===== src/rtl/serializer_pkg.sv =====
// Shared types and the lane-selection helper for the AXI-Stream lane serializer.
package serializer_pkg;

    localparam int MAX_WORD_W = 1024;

    typedef enum logic {LSB_FIRST = 1'b0, MSB_FIRST = 1'b1} lane_order_e;
    typedef enum logic {TLAST_COUNT = 1'b0, TLAST_FORWARD = 1'b1} tlast_mode_e;

    // Returns the word shifted so that the requested lane sits in the LSBs.
    function automatic logic [MAX_WORD_W-1:0] lane_select(
        input logic [MAX_WORD_W-1:0] word,
        input int                    idx,
        input int                    lanes,
        input int                    sample_w,
        input lane_order_e           order
    );
        int lane;
        lane = (order == MSB_FIRST) ? (lanes - 1 - idx) : idx;
        return word >> (lane * sample_w);
    endfunction

endpackage


===== src/rtl/axis_lane_serializer.sv =====
// Splits each wide AXIS beat into LANES single-sample beats, with packet and stall counters.
// Latency: one cycle from input accept to first output sample; zero-bubble reload between beats.
// Backpressure: input ready only when idle or when the last lane handshakes; stalls hold tdata/tlast.
module axis_lane_serializer
    import serializer_pkg::*;
#(
    parameter int IN_WIDTH       = 192,
    parameter int SAMPLE_WIDTH   = 16,
    parameter int PACKET_SAMPLES = 6144,
    parameter int LANE_ORDER     = 0,
    parameter int TLAST_MODE     = 0
) (
    input  logic                      s00_axis_aclk,
    input  logic                      s00_axis_aresetn,
    input  logic                      s00_axis_tvalid,
    output logic                      s00_axis_tready,
    input  logic [IN_WIDTH-1:0]       s00_axis_tdata,
    input  logic                      s00_axis_tlast,
    output logic                      m00_axis_tvalid,
    input  logic                      m00_axis_tready,
    output logic [SAMPLE_WIDTH-1:0]   m00_axis_tdata,
    output logic [SAMPLE_WIDTH/8-1:0] m00_axis_tstrb,
    output logic                      m00_axis_tlast,
    output logic [15:0]               packet_count,
    output logic [15:0]               stall_count
);

    localparam int LANES  = IN_WIDTH / SAMPLE_WIDTH;
    localparam int LIDX_W = (LANES > 1) ? $clog2(LANES) : 1;
    localparam int CNT_W  = (PACKET_SAMPLES > 1) ? $clog2(PACKET_SAMPLES) : 1;
    localparam logic [LIDX_W-1:0] LAST_LANE   = LIDX_W'(LANES - 1);
    localparam logic [CNT_W-1:0]  LAST_SAMPLE = CNT_W'(PACKET_SAMPLES - 1);
    localparam lane_order_e ORDER = (LANE_ORDER != 0) ? MSB_FIRST : LSB_FIRST;
    localparam tlast_mode_e TMODE = (TLAST_MODE != 0) ? TLAST_FORWARD : TLAST_COUNT;

    if (IN_WIDTH % SAMPLE_WIDTH != 0) begin : g_chk_in_width
        $error("IN_WIDTH must be a multiple of SAMPLE_WIDTH");
    end
    if (SAMPLE_WIDTH % 8 != 0) begin : g_chk_sample_width
        $error("SAMPLE_WIDTH must be a multiple of 8");
    end
    if (PACKET_SAMPLES < 1) begin : g_chk_packet
        $error("PACKET_SAMPLES must be at least 1");
    end
    if (IN_WIDTH > MAX_WORD_W) begin : g_chk_max_width
        $error("IN_WIDTH exceeds MAX_WORD_W of serializer_pkg");
    end

    logic [IN_WIDTH-1:0] hold_reg;
    logic                hold_last;
    logic                hold_valid;
    logic [LIDX_W-1:0]   lane_idx;
    logic [CNT_W-1:0]    sample_cnt;
    logic                last_lane;
    logic                out_hs;
    logic                in_hs;

    assign last_lane       = (lane_idx == LAST_LANE);
    assign out_hs          = hold_valid & m00_axis_tready;
    assign s00_axis_tready = ~hold_valid | (out_hs & last_lane);
    assign in_hs           = s00_axis_tvalid & s00_axis_tready;

    // Outputs are decoded purely from registered state, never from s00 inputs.
    assign m00_axis_tvalid = hold_valid;
    assign m00_axis_tstrb  = '1;
    assign m00_axis_tdata  = SAMPLE_WIDTH'(lane_select(MAX_WORD_W'(hold_reg), int'(lane_idx),
                                                       LANES, SAMPLE_WIDTH, ORDER));

    always_comb begin
        m00_axis_tlast = 1'b0;
        if (TMODE == TLAST_FORWARD) begin
            m00_axis_tlast = hold_valid & hold_last & last_lane;
        end else begin
            m00_axis_tlast = hold_valid & (sample_cnt == LAST_SAMPLE);
        end
    end

    always_ff @(posedge s00_axis_aclk or negedge s00_axis_aresetn) begin
        if (!s00_axis_aresetn) begin
            hold_reg   <= '0;
            hold_last  <= 1'b0;
            hold_valid <= 1'b0;
            lane_idx   <= '0;
        end else if (in_hs) begin
            hold_reg   <= s00_axis_tdata;
            hold_last  <= s00_axis_tlast;
            hold_valid <= 1'b1;
            lane_idx   <= '0;
        end else if (out_hs) begin
            if (last_lane) begin
                hold_valid <= 1'b0;
            end else begin
                lane_idx <= lane_idx + LIDX_W'(1);
            end
        end
    end

    // Sample counter runs across input beat boundaries and idle gaps.
    always_ff @(posedge s00_axis_aclk or negedge s00_axis_aresetn) begin
        if (!s00_axis_aresetn) begin
            sample_cnt <= '0;
        end else if (TMODE == TLAST_COUNT && out_hs) begin
            if (sample_cnt == LAST_SAMPLE) begin
                sample_cnt <= '0;
            end else begin
                sample_cnt <= sample_cnt + CNT_W'(1);
            end
        end
    end

    always_ff @(posedge s00_axis_aclk or negedge s00_axis_aresetn) begin
        if (!s00_axis_aresetn) begin
            packet_count <= '0;
            stall_count  <= '0;
        end else begin
            if (out_hs && m00_axis_tlast) begin
                packet_count <= packet_count + 16'd1;
            end
            if (hold_valid && !m00_axis_tready && stall_count != 16'hFFFF) begin
                stall_count <= stall_count + 16'd1;
            end
        end
    end

endmodule


===== config.mk =====
export PLATFORM = sky130hd
export DESIGN_NAME = axis_lane_serializer
export DESIGN_NICKNAME = d
export VERILOG_FILES = /design/src/rtl/serializer_pkg.sv /design/src/rtl/axis_lane_serializer.sv
export SDC_FILE = /design/constraint.sdc
export NUM_CORES = 1
export LEC_CHECK = 0
export ABC_AREA = 1
export CORE_MARGIN = 3
export CORE_UTILIZATION = 56
export CTS_CLUSTER_DIAMETER = 150
export CTS_CLUSTER_SIZE = 25
export DETAILED_ROUTE_END_ITERATION = 10
export GPL_ROUTABILITY_DRIVEN = 1
export PLACE_DENSITY = 0.86
export SYNTH_ARGS = -nofsm -noshare
export SYNTH_HDL_FRONTEND = slang
export SYNTH_SLANG_ARGS = --single-unit

===== constraint.sdc =====
create_clock -name s00_axis_aclk -period 3.4 [get_ports s00_axis_aclk]
set_input_delay 1.02 -clock s00_axis_aclk [delete_from_list [all_inputs] [get_ports s00_axis_aclk]]
set_output_delay 1.02 -clock s00_axis_aclk [all_outputs]
set_load 0.01 [all_outputs]

==> reports/results.ini <==
[status]
status=completed

[global_routing]
grt_max_degree=91
antenna_found_initial=2
grt_pass1_wl_um=55730
overflow=0
grt_usage=0.2904
grt_pass1_vias=10950

[timing]
hold_violations=0
finalCritPeriodShare=0.9815
max_freq_ghz=0.2997
period_needed_ns=3.337
tightest_slew_ns=0.8450
rsz0062_at_grt=false
drv_slew=0
slew-limit-headroom=0.4329
fin_setup_tns_ns=0
setup_slack_ns=0.06300
finalClockSkew_ns=0.02504
setup_viol=0

[critical_path]
critPathLaunchType=flop
path_cells=buf_12 > nor2_1 > nor2_1 > o21ai_0 > nand3_1 > nand3_1 > nand2_1 > dlygate4sd2_1
r2r_slack_ns=1.16
critical_path_class=reg -> out
critPathArrivalTime_ns=2.32
cp-end-kind=primary output
cpPeakStageDelay_ns=0.55
cp_slowest_cell=dfrtp_4
path_max_fanout=33
worst_ep_required_time_ns=2.38

[cells_and_area]
area_growth_pct=25.10
fin_nets=2028
seq_area_um2=6061
largest_register_ffs=192
final_layout_size_suffix_gt1_frac=0.03392
fin_util=0.7177
final.fill_count=1708
multiInputGateArea_um2=4733

[pwr]
total_power_uw=11030
power.density_nw_per_um2=724.2
cellLeakagePower_uw=0.007650
ir_drop_uv=471.9

[yosys]
synth_top_cell_area_share=0.4974
synth_edf_count=0
avgSynthCellArea_um2=7.515
yosysWarnings=0
ys_ff_latch=242
synth_top_flop_cell=dfrtp_1
syn_inst=1620
yosysSeqAreaShare=0.4974
synthTopCellsByArea=dfrtp_1 (50%), nand2_1 (12%), o21ai_1 (7.8%)
synth_top_area_cell=dfrtp_1
synth_cell_types=31
syn-cell-area_um2=12170
async_reset_ff_frac=1.000

[drt]
first_pass_iters=5
wl_um=35060
ant_nets=0
drt_first_iter_violations=788
drcViolationCount=0
wl_per_cell_um=16.66
vias_per_cell=5.411
vias=11380

[min_path]
hold_class=in -> async

[die]
ios=250
rows=53
die_h_um=153.4
fp.dieW_um=153.4
core_um2=21220
dieArea_um2=23550
initial_utilization=0.5737

[clocking]
cts_buffers=13
cts_tree=done
clockRootBuffer=clkbuf_16
cts_setup_buffers=0
clock_path_buffers=3
clkLatencyLatePin_ns=0.49
clock_sinks=242
clkTransAtPathRegs_ns=0.10
htreeDepth=1

[place]
hpwlAfterDp_um=25490
gp_congestion=0.9190
port_buffers=246
dp_slack_ns=0.04082

[flow_run]
cap_violations=0

-- cells in the mapped netlist, types with 3 or more instances --
| master | instances |
|---|---|
| buf_6 | 18 |
| inv_2 | 3 |
| inv_1 | 237 |
| nand2_1 | 381 |
| xor2_1 | 9 |
| nor2_1 | 211 |
| nor3_1 | 7 |
| ha_1 | 4 |
| dfrtp_1 | 242 |
| nand4_1 | 16 |
| buf_2 | 26 |
| buf_4 | 6 |
| xnor2_1 | 6 |
| o21ai_0 | 118 |
| clkbuf_1 | 31 |
| nand3_1 | 79 |
| o21ai_1 | 189 |
| o22ai_1 | 16 |
| nor2_2 | 3 |
| nand3b_1 | 4 |
-- report_power, final --
part	total, µW	internal (µW)	switching, µW
Clock	1640	709	931
Combinational	4510	1880	2640
Sequential	4880	4110	764
-- cells by family (layout without fill, tap and decap cells) --
family / after synthesis / in the layout / share of synthesized area
fa+ha+maj: 4 / 4 / 0.004111
buf+inv: 324 / 531 / 0.1156
other cells: 1 / 3 / 0.0003080
simple gates: 706 / 706 / 0.2347
flops: 242 / 242 / 0.4974
xor+xnor: 15 / 15 / 0.01079
compound gates: 328 / 328 / 0.1370
-- cells in the final DEF, fill, tap and decap left out, types with 3 or more instances in the layout --
master / instances
o22ai_1: 13
xnor2_1: 6
xor2_1: 9
nand2_1: 381
nor3_1: 7
nor2_2: 3
o21ai_1: 195
inv_2: 3
inv_1: 235
nor2_1: 211
clkbuf_16: 13
buf_6: 4
nand3b_1: 4
clkdlybuf4s50_1: 228
ha_1: 4
buf_12: 10
nand4_1: 16
buf_4: 14
dfrtp_1: 240
o22ai_2: 3
dlygate4sd2_1: 15
nand3_1: 79
o21ai_0: 112
-- critical path: cells and delay by family (launching register included) --
family / cells / cell delay [ns]
and+or+nand+nor: 5 / 0.63
AOI/OAI and AO/OA: 1 / 0.15
buffers and inverters: 2 / 0.48
DFF: 1 / 0.55
-- metrics by stage --
| step | area [µm²] | cells | hold slack [ns] |
|---|---|---|---|
| finish | 15230 | 2104 | 0.4617 |
| global route | 15230 | 2104 | 0.4841 |
| CTS | 15220 | 2103 | 0.4649 |
| detailed placement | 14820 | 2086 | 0.4731 |
| global placement | 14820 | 2086 | 0.4637 |
| floorplan | 12180 | 1621 | 0.4479 |
-- path summary, 6_finish.rpt --
| path | from | end | cells after the start |
|---|---|---|---|
| hold / removal | s00_axis_aresetn | hold_reg[186]$_DFFE_PN0P_ | 1 |
| setup / recovery | lane_idx[0]$_DFFE_PN0P_ | m00_axis_tdata[3] | 8 |
| setup reg to reg | lane_idx[0]$_DFFE_PN0P_ | hold_reg[49]$_DFFE_PN0P_ | 9 |
| min in group s00_axis_aclk | hold_reg[56]$_DFFE_PN0P_ | hold_reg[56]$_DFFE_PN0P_ | 2 |
| hold reg to reg | hold_reg[56]$_DFFE_PN0P_ | hold_reg[56]$_DFFE_PN0P_ | 2 |
| max in group asynchronous | s00_axis_aresetn | hold_reg[33]$_DFFE_PN0P_ | 2 |
-- layer usage --
layer / wire length [µm] / GRT usage / part of all wire / vias to the layer above
met4: 1351 / 0.1034 / 0.039 / 2
li1: - / - / - / 5472
met1: 14000 / 0.3917 / 0.40 / 5351
met3: 2768 / 0.04813 / 0.079 / 86
met2: 16920 / 0.4796 / 0.48 / 473
met5: 20 / 0 / 0.00057 / -
-- cell type report --
cell class,instances,area share
sequential,242,0.3980
multi-input combinational,1055,0.3108
timing repair buffer,275,0.1862
inverter,240,0.05948
tap,275,0.02259
antenna,1,0.0001643
clock buffer,14,0.02161
clock inverter,2,0.001150
-- what timing repair did --
item	in CTS	in global routing
gates cloned	1	0
pin swaps	3	0
endpoints found under the setup margin	17	2
hold buffers	0	0
resized for setup	28	3
Power figures use the tool's default switching activity.
